## config.mk

```make
export PLATFORM = sky130hd
export DESIGN_NAME = memory_port_arbiter
export DESIGN_NICKNAME = d
export VERILOG_FILES = /design/src/rtl/memory_port_arbiter.sv
export SDC_FILE = /design/constraint.sdc
export NUM_CORES = 1
export LEC_CHECK = 0
export CORE_ASPECT_RATIO = 0.5
export CORE_MARGIN = 5
export CORE_UTILIZATION = 42
export CTS_CLUSTER_SIZE = 30
export DETAILED_ROUTE_END_ITERATION = 10
export PLACE_DENSITY = 0.82
export SLEW_MARGIN = 10
export SYNTH_ARGS = -nofsm -noshare
export SYNTH_HDL_FRONTEND = slang
export SYNTH_SLANG_ARGS = --single-unit
```

## constraint.sdc

```tcl
create_clock -name clk -period 2.03 [get_ports clk]
set_input_delay 0.609 -clock clk [delete_from_list [all_inputs] [get_ports clk]]
set_output_delay 0.609 -clock clk [all_outputs]
set_load 0.1 [all_outputs]
```

## src/rtl/memory_port_arbiter.sv

```systemverilog
// memory_port_arbiter: shares one memory port between the instruction fetch
// port (I) and the data port (D). It uses round-robin arbitration with
// registered request forwarding and one-cycle completion pulses. A
// per-transaction timeout aborts a memory that never acknowledges.
module memory_port_arbiter #(
   parameter int ADDR_WIDTH = 32,
   parameter int DATA_WIDTH = 32,
   parameter int TIMEOUT    = 64
) (
   input  logic                  clk,
   input  logic                  rst_n,
   input  logic                  i_req,
   input  logic [ADDR_WIDTH-1:0] i_addr,
   output logic [DATA_WIDTH-1:0] i_rdata,
   output logic                  i_ack,
   output logic                  i_err,
   input  logic                  d_req,
   input  logic                  d_we,
   input  logic [ADDR_WIDTH-1:0] d_addr,
   input  logic [DATA_WIDTH-1:0] d_wdata,
   output logic [DATA_WIDTH-1:0] d_rdata,
   output logic                  d_ack,
   output logic                  d_err,
   output logic                  mem_req,
   output logic                  mem_we,
   output logic [ADDR_WIDTH-1:0] mem_addr,
   output logic [DATA_WIDTH-1:0] mem_wdata,
   input  logic [DATA_WIDTH-1:0] mem_rdata,
   input  logic                  mem_ack,
   output logic                  busy
);

   // The counter only has to reach TIMEOUT-1, so it is sized for that value.
   localparam int CW      = (TIMEOUT > 2) ? $clog2(TIMEOUT) : 1;
   localparam int TLAST_I = (TIMEOUT > 0) ? TIMEOUT - 1 : 0;
   localparam logic [CW-1:0] TLAST = TLAST_I[CW-1:0];
   localparam bit    TO_EN = (TIMEOUT > 0);

   typedef enum logic [1:0] {IDLE, BUSY_I, BUSY_D, RESP} state_t;

   state_t                state, state_nx;
   logic                  last_d, last_d_nx;   // 1: last grant went to D
   logic [CW-1:0]         cnt, cnt_nx;
   logic                  grant_i, grant_d, timeout_hit;
   logic                  mem_req_nx, mem_we_nx, busy_nx;
   logic [ADDR_WIDTH-1:0] mem_addr_nx;
   logic [DATA_WIDTH-1:0] mem_wdata_nx, i_rdata_nx, d_rdata_nx;
   logic                  i_ack_nx, i_err_nx, d_ack_nx, d_err_nx;

   // On a tie, the port that was not granted last time wins.
   assign grant_i     = i_req && (!d_req || last_d);
   assign grant_d     = d_req && !grant_i;
   assign timeout_hit = TO_EN && (cnt == TLAST);

   // Next-state and next-output logic. Outputs hold their value by default,
   // and the ack/err pulses default low.
   always_comb begin
      state_nx     = state;
      last_d_nx    = last_d;
      cnt_nx       = cnt;
      mem_req_nx   = mem_req;
      mem_we_nx    = mem_we;
      mem_addr_nx  = mem_addr;
      mem_wdata_nx = mem_wdata;
      i_rdata_nx   = i_rdata;
      d_rdata_nx   = d_rdata;
      i_ack_nx     = 1'b0;
      i_err_nx     = 1'b0;
      d_ack_nx     = 1'b0;
      d_err_nx     = 1'b0;
      case (state)
         IDLE: begin
            mem_req_nx = 1'b0;
            if (grant_i) begin
               mem_req_nx  = 1'b1;
               mem_we_nx   = 1'b0;
               mem_addr_nx = i_addr;
               last_d_nx   = 1'b0;
               cnt_nx      = '0;
               state_nx    = BUSY_I;
            end else if (grant_d) begin
               mem_req_nx   = 1'b1;
               mem_we_nx    = d_we;
               mem_addr_nx  = d_addr;
               mem_wdata_nx = d_wdata;
               last_d_nx    = 1'b1;
               cnt_nx       = '0;
               state_nx     = BUSY_D;
            end
         end
         BUSY_I, BUSY_D: begin
            // If mem_ack and the timeout land in the same cycle, the ack wins.
            if (mem_ack || timeout_hit) begin
               mem_req_nx = 1'b0;
               state_nx   = RESP;
               if (state == BUSY_I) begin
                  i_ack_nx   = 1'b1;
                  i_err_nx   = !mem_ack;
                  i_rdata_nx = mem_ack ? mem_rdata : '0;
               end else begin
                  d_ack_nx   = 1'b1;
                  d_err_nx   = !mem_ack;
                  d_rdata_nx = mem_ack ? mem_rdata : '0;
               end
            end else begin
               cnt_nx = cnt + 1'b1;
            end
         end
         RESP: begin
            mem_req_nx = 1'b0;
            state_nx   = IDLE;
         end
         default: state_nx = IDLE;
      endcase
      busy_nx = (state_nx != IDLE);
   end

   // State and output registers. Reset leaves last_d set, so I wins the
   // first tie after reset.
   always_ff @(posedge clk or negedge rst_n) begin
      if (!rst_n) begin
         state     <= IDLE;
         last_d    <= 1'b1;
         cnt       <= '0;
         mem_req   <= 1'b0;
         mem_we    <= 1'b0;
         mem_addr  <= '0;
         mem_wdata <= '0;
         i_rdata   <= '0;
         d_rdata   <= '0;
         i_ack     <= 1'b0;
         i_err     <= 1'b0;
         d_ack     <= 1'b0;
         d_err     <= 1'b0;
         busy      <= 1'b0;
      end else begin
         state     <= state_nx;
         last_d    <= last_d_nx;
         cnt       <= cnt_nx;
         mem_req   <= mem_req_nx;
         mem_we    <= mem_we_nx;
         mem_addr  <= mem_addr_nx;
         mem_wdata <= mem_wdata_nx;
         i_rdata   <= i_rdata_nx;
         d_rdata   <= d_rdata_nx;
         i_ack     <= i_ack_nx;
         i_err     <= i_err_nx;
         d_ack     <= d_ack_nx;
         d_err     <= d_err_nx;
         busy      <= busy_nx;
      end
   end

endmodule

```

==> metrics.md <==
| Metric | Value |
|---|---|
| Result of the run | `finished, final reports clean` |
| Top flip-flop cell by instance count after synthesis | `dfrtp_1` |
| Xor-xnor portion of the synthesized cell area | `0` |
| GR Overflow Total | `0` |
| Initial Utilization | `0.433` |
| Synth Cell Area | `5920 sq um` |
| Critical-path cell with the highest stage delay | `dfrtp_1` |
| DRC violation count after routing | `0` |
| Detailed router's first-iteration violation count | `363` |
| Total die area | `16700 sq um` |
| Area delta synth->final | `82.8%` |
| Total global-route track usage | `0.242` |
| Hold Fails Final Rpt | `0` |
| Die extent in x | `178 microns` |
| Setup crit start kind | `flip-flop` |
| Antenna violations before repair | `0` |
| Worst slew margin relative to its limit | `0.717` |
| Unique masters post-synth | `39` |
| Root cell of the clock tree | `clkbuf_16` |
| Site row count | `30` |
| Area share of and/or/nand/nor cells after synthesis | `0.0590` |
| Sequential fraction of the synthesis area | `0.609` |
| Post-synthesis adder-cell area fraction | `0.00634` |
| Wire length per cell | `21.6 microns` |
| RSZ-0062 raised after global routing | `yes` |
| Worst Tran Pin Value | `425 ps` |
| Post-route clock skew | `13.4 ps` |
| Core region area | `13700 sq um` |
| Clock-pin slew reported for the worst setup and hold paths after clock tree synthesis | `60 ps` |
| Proportion of layout cells with a drive suffix above 1 | `0.326` |
| Synth Instances | `448` |
| Fmax | `504 MHz` |
| Worst-path maximum fanout | `33` |
| Clock latency of the later-clocked register in the worst-skew pair | `410 ps` |
| Clock sink count | `144` |
| Worst setup path class | `reg2reg` |
| Syn Nets | `585` |
| Maximum single-stage delay on the critical path | `490 ps` |
| Wire length of the first global-routing pass | `31.6 mm` |
| Pin count of the biggest net entering global routing | `43` |
| Number of buffers created by CTS | `17` |
| Max-cap violations | `0` |
| Fillcell total | `760` |
| Number of vias after detailed routing | `5063` |
| Remaining number of nets flagged by the antenna check after routing | `0` |
| Compound-Gate Fraction of Synth Area | `0.165` |
| CTS tree | `yes` |
| Final HPWL from detailed placement | `14.1 mm` |
| Mapped Avg Cell Area | `13.2 sq um` |
| Main combinational cell family by area after synthesis | `compound AO/OA/AOI/OAI gates` |
| Final clock period utilization by the worst path | `0.977` |
| Number of failing setup endpoints in the final timing report | `0` |
| Worst path cell trace | `ha_1 > and3_2 > a31o_4 > nand2_4 > a32o_1` |
| Buffers from clock root to sink, at most | `2` |
| Worst R2R Setup Slack | `50 ps` |
| Number of levels in the clock H-tree | `4` |
| Flops & latches, synth | `144` |
| Antenna cell count | `0` |
| Final core utilization | `0.792` |
| Min-delay worst type | `in2async` |
| Critical Path Sink Type | `flip-flop` |
| Mux contribution to synthesized area | `0.115` |
| Data arrival time of the worst path | `2270 ps` |
| Vias per std cell | `5.49` |
| Boundary Pins | `269` |
| EDFF count, synth | `0` |
| Data required, critical path | `2310 ps` |
| Proportion of register bits with asynchronous set or reset after synthesis | `1.00` |
| Final max-slew violation count | `0` |
| Global placer's final weighted congestion | `0.831` |
| Port Buf Inserts | `268` |
| Total number of yosys warnings | `0` |
| Hold-fix buffer count after cts | `0` |
| Vias in the first global route | `5551` |
| Final Routed Wirelength | `20.0 mm` |
| Final net count | `856` |
| Time the final worst path needs with I/O delays and setup | `1980 ps` |
| Detailed-routing iteration count for the pre-antenna-repair pass | `5` |
| Die extent in y | `94.0 microns` |
==> worst paths after layout <==
check,startpoint,to,cells after the start
worst max-delay path,cnt[0]$_DFFE_PN0P_,i_rdata[25]$_DFFE_PN0P_,5
max in group asynchronous,rst_n,mem_wdata[6]$_DFFE_PN0P_,2
worst min-delay path,rst_n,mem_addr[27]$_DFFE_PN0P_,1
worst min register to register,mem_addr[19]$_DFFE_PN0P_,mem_addr[19]$_DFFE_PN0P_,2
worst max register to register,cnt[0]$_DFFE_PN0P_,i_rdata[25]$_DFFE_PN0P_,5
min in group clk,mem_addr[19]$_DFFE_PN0P_,mem_addr[19]$_DFFE_PN0P_,2
==> final cells by class <==
cell class,instances,area [sq um],share of cell area
multi-input combinational,258,2060,0.191
inverter,7,26.3,0.00243
clock inverter,13,163,0.0150
timing repair buffer,291,4290,0.397
clock buffer,18,429,0.0397
sequential,144,3600,0.333
tap,192,240,0.0222
==> through the flow <==
step                      instance area, sq um  worst slack [ps]  TNS (ps)  hold slack [ps]  instances
after CTS                                10800              5.23         0              139        923
after global routing                     10800             -46.3      -898              158        923
after floorplan                           5920               353         0              313        448
final                                    10800              46.2         0              125        923
after detailed placement                 10200              -135     -3270              504        890
after global placement                   10200             -45.3      -815              485        890
==> kinds of logic (layout without fill, tap and decap cells) <==
kind of cell,Yosys count,count (layout)
multiplexers,64,64
AND/OR/NAND/NOR,72,72
adder cells (fa/ha/maj),3,3
AO/OA/AOI/OAI,119,119
buffers and inverters,46,329
flip-flops,144,144
==> cell usage after synthesis, types with 2 or more instances <==
cell type / instances / area (sq um)
a21oi_1: 7 / 35.0
buf_8: 3 / 45.0
buf_2: 18 / 90.1
nand2_4: 2 / 22.5
nand4b_1: 2 / 17.5
nand2_1: 44 / 165
nor2b_1: 3 / 18.8
mux2_2: 32 / 360
o21ai_0: 24 / 120
mux2i_1: 32 / 320
nor3_1: 2 / 10.0
dfrtp_1: 143 / 3580
inv_1: 6 / 22.5
nor2_1: 2 / 7.51
o21ai_1: 15 / 75.1
nand3_1: 9 / 45.0
buf_6: 6 / 67.6
ha_1: 3 / 37.5
a32o_1: 64 / 641
a31oi_1: 2 / 12.5
clkbuf_1: 11 / 41.3
==> registers in the layout (all words and copies together) (netlist names) <==
signal	cells
busy	1
cnt	6
d_ack	1
d_err	1
d_rdata	32
i_ack	1
i_err	1
i_rdata	32
last_d	1
mem_addr	32
mem_req	1
mem_wdata	32
mem_we	1
state	2
==> cell usage in the layout, fill, tap and decap left out, drive strengths merged <==
| cell | count |
|---|---|
| o21ai | 40 |
| nor2b | 3 |
| and3 | 1 |
| nand4b | 2 |
| a221oi | 1 |
| nor2 | 2 |
| a32o | 64 |
| o22ai | 1 |
| and4 | 1 |
| inv | 9 |
| clkbuf | 18 |
| dfrtp | 143 |
| nor3 | 2 |
| nand3b | 1 |
| a21oi | 7 |
| bufinv | 3 |
| a41oi | 1 |
| or3b | 1 |
| clkinvlp | 3 |
| dfstp | 1 |
| nand3 | 10 |
| and2 | 1 |
| mux2i | 32 |
| o211ai | 1 |
| a31o | 2 |
| a31oi | 2 |
| clkdlybuf4s50 | 131 |
| nand2 | 46 |
| clkinv | 5 |
| mux2 | 32 |
| buf | 160 |
| nand4 | 1 |
| ha | 3 |
| nor3b | 1 |
==> metal layers <==
layer	GRT usage	wire length (microns)	up-vias
li1	-	-	2220
met1	0.276	7150	2561
met2	0.453	11100	237
met3	0.0478	1170	45
met4	0.0862	591	0
met5	0	0	-
==> timing repair <==
item                       4_1_cts  5_1_grt
buffers inserted                 2        0
resized for setup                0        4
pin swaps                        0        0
setup endpoints to repair        1       60
==> worst max-delay path, delay by kind of cell, from the launching register on <==
| kind | cells | cell delay [ps] |
|---|---|---|
| AND/OR/NAND/NOR | 2 | 520 |
| adder cells (fa/ha/maj) | 1 | 300 |
| AO/OA/AOI/OAI | 2 | 560 |
| flip-flops | 1 | 490 |
Power is not shown: default switching activity piles up to over one toggle a cycle in this logic, so the estimate is an artifact.
==> RTL change: new RTL, same flow settings <==
Set the parameter `DATA_WIDTH` to 28 (it was 32).
--- a/src/rtl/memory_port_arbiter.sv
+++ b/src/rtl/memory_port_arbiter.sv
@@ -4,7 +4,7 @@
 // per-transaction timeout aborts a memory that never acknowledges.
 module memory_port_arbiter #(
    parameter int ADDR_WIDTH = 32,
-   parameter int DATA_WIDTH = 32,
+   parameter int DATA_WIDTH = 28,
    parameter int TIMEOUT    = 64
 ) (
    input  logic                  clk,
Ports: changed (5 resized); port bits go from 269 to 249. No check against the original RTL was run, so the function may have changed too.
==> RTL change against the unedited design <==
- worst setup slack better by 0.058 ns
- critical path depth increased by 1
- clock skew fell by 0.0046 ns
- maximum frequency increased by 3.0%
- global-route usage down 0.92 points
- sequential cell count shrank 12
- worst hold slack better by 0.029 ns
- synthesized area fell by 8.0%
- non-clock buffer count fell by 15
- routed wire length is 11% lower
- design area fell by 7.1%
- largest cell class unchanged
Power is left out: the tool's default activity adds up to more than one toggle a clock period on the data nets, which glitch-free logic cannot reach.
==> RTL change: results (changes against the unedited design) <==
status=completed (unchanged); reg2reg end=d_rdata[6] (was i_rdata[25]); HPWL after DPL=13000 um (was 14100 um); pre-CTS setup slack=-0.170 ns (was -0.135 ns); mux share of post-synthesis cell area=11.7% (was 11.5%); syn nets=550 (was 585); first-pass GRT wire length=28400 um (was 31600 um); Synth top cells by count=131 x dfrtp_1, 56 x a32o_1, 44 x nand2_1, 36 x o21ai_0, 32 x mux2i_1 (was 143 x dfrtp_1, 64 x a32o_1, 44 x nand2_1, 32 x mux2_2, 32 x mux2i_1); Max Clock Skew=0.00880 ns (was 0.0134 ns); RD Place Congestion=0.752 (was 0.831); number of global-route vias before repair=5122 (was 5551); adder-cell share of the synthesized area=0.689% (was 0.634%); largest cells by area after synthesis=dfrtp_1 60%, a32o_1 10%, mux2i_1 5.9% (was dfrtp_1 60%, a32o_1 11%, mux2_2 6.1%); wl on met1=6340 um (was 7150 um); largest fanout on the critical path=18 (was 33); CP arrival=2.21 ns (was 2.27 ns); Worst path top cell family by delay=flip-flops (was compound AO/OA/AOI/OAI gates); H-tree levels=4 (unchanged); Distinct cells, synth=36 (was 39); wire length on met2=9390 um (was 11100 um); Buffers on Ports=248 (was 268); metal3 WL=1260 um (was 1170 um); Max-slew headroom=69.0% (was 71.7%); vias post-DR=4723 (was 5063); max reg flops=32; final wirelength=17700 um (was 20000 um); register area share after synthesis=60.7% (was 60.9%); Compound-Gate Fraction of Synth Area=16.4% (was 16.5%); initial DRC count=411 (was 363); worst r2r path cells=6 (was 5); pin count of the biggest net entering global routing=59 (was 43); fill count=695 (was 760); All-Layer GR Usage=23.3% (was 24.2%); flop2flop setup slack=0.10 ns (was 0.05 ns); post-placement cell count=829 (was 890); final instance count without filler cells=863 (was 923); Yosys warning count=0 (unchanged); share of cells above drive strength 1=32.3% (was 32.6%)
==> RTL change: metrics by stage <==
stage / utilization, % / hold slack, ns / setup TNS [ns] / cell area [sq um]
after floorplan: - / 0.313 / 0 / 5450
after global placement: 74.2 / 0.480 / -0.745 / 9430
after detailed placement: 74.2 / 0.494 / -5.20 / 9430
after CTS: 79.0 / 0.160 / 0 / 10000
after global routing: 79.2 / 0.183 / 0 / 10100
final: 79.2 / 0.154 / 0 / 10100
==> RTL change: final cells by class <==
cell class                 instances  area share, %
clock buffer                      18           4.27
clock inverter                    14           1.80
inverter                           7          0.261
multi-input combinational        246           19.1
sequential                       132           32.9
tap                              170           2.12
timing repair buffer             276           39.6
==> RTL change: kinds of logic (layout without fill, tap and decap cells) <==
kind of cell    count (synthesis)  after routing
mux                            60             60
compound gates                111            111
simple gates                   72             72
buf+inv                        43            315
flops                         132            132
fa+ha+maj                       3              3
==> RTL change: how the worst max path moves through the flow <==
stage | start | end | slack, ns | cells past startpoint
after floorplan | state[1] | i_rdata[10] | 0.36 | 7
after global placement | d_req | mem_addr[5] | -0.04 | 6
after detailed placement | d_req | busy | -0.17 | 5
after CTS | state[1] | cnt[5] | 0.06 | 6
after global routing | state[1] | cnt[5] | 0.02 | 6
final | cnt[0] | d_rdata[6] | 0.10 | 6
==> RTL change: repair_timing <==
action / 4_1_cts / 5_1_grt
setup buffers: 0 / 2
gates resized for setup: 0 / 1
setup endpoints to repair: 0 / 31
==> RTL change: routing by layer <==
metal / GRT usage [%] / vias up
li1: - / 2098
met1: 26.8 / 2329
met2: 40.4 / 242
met3: 5.95 / 54
met4: 11.2 / 0
met5: 0 / -
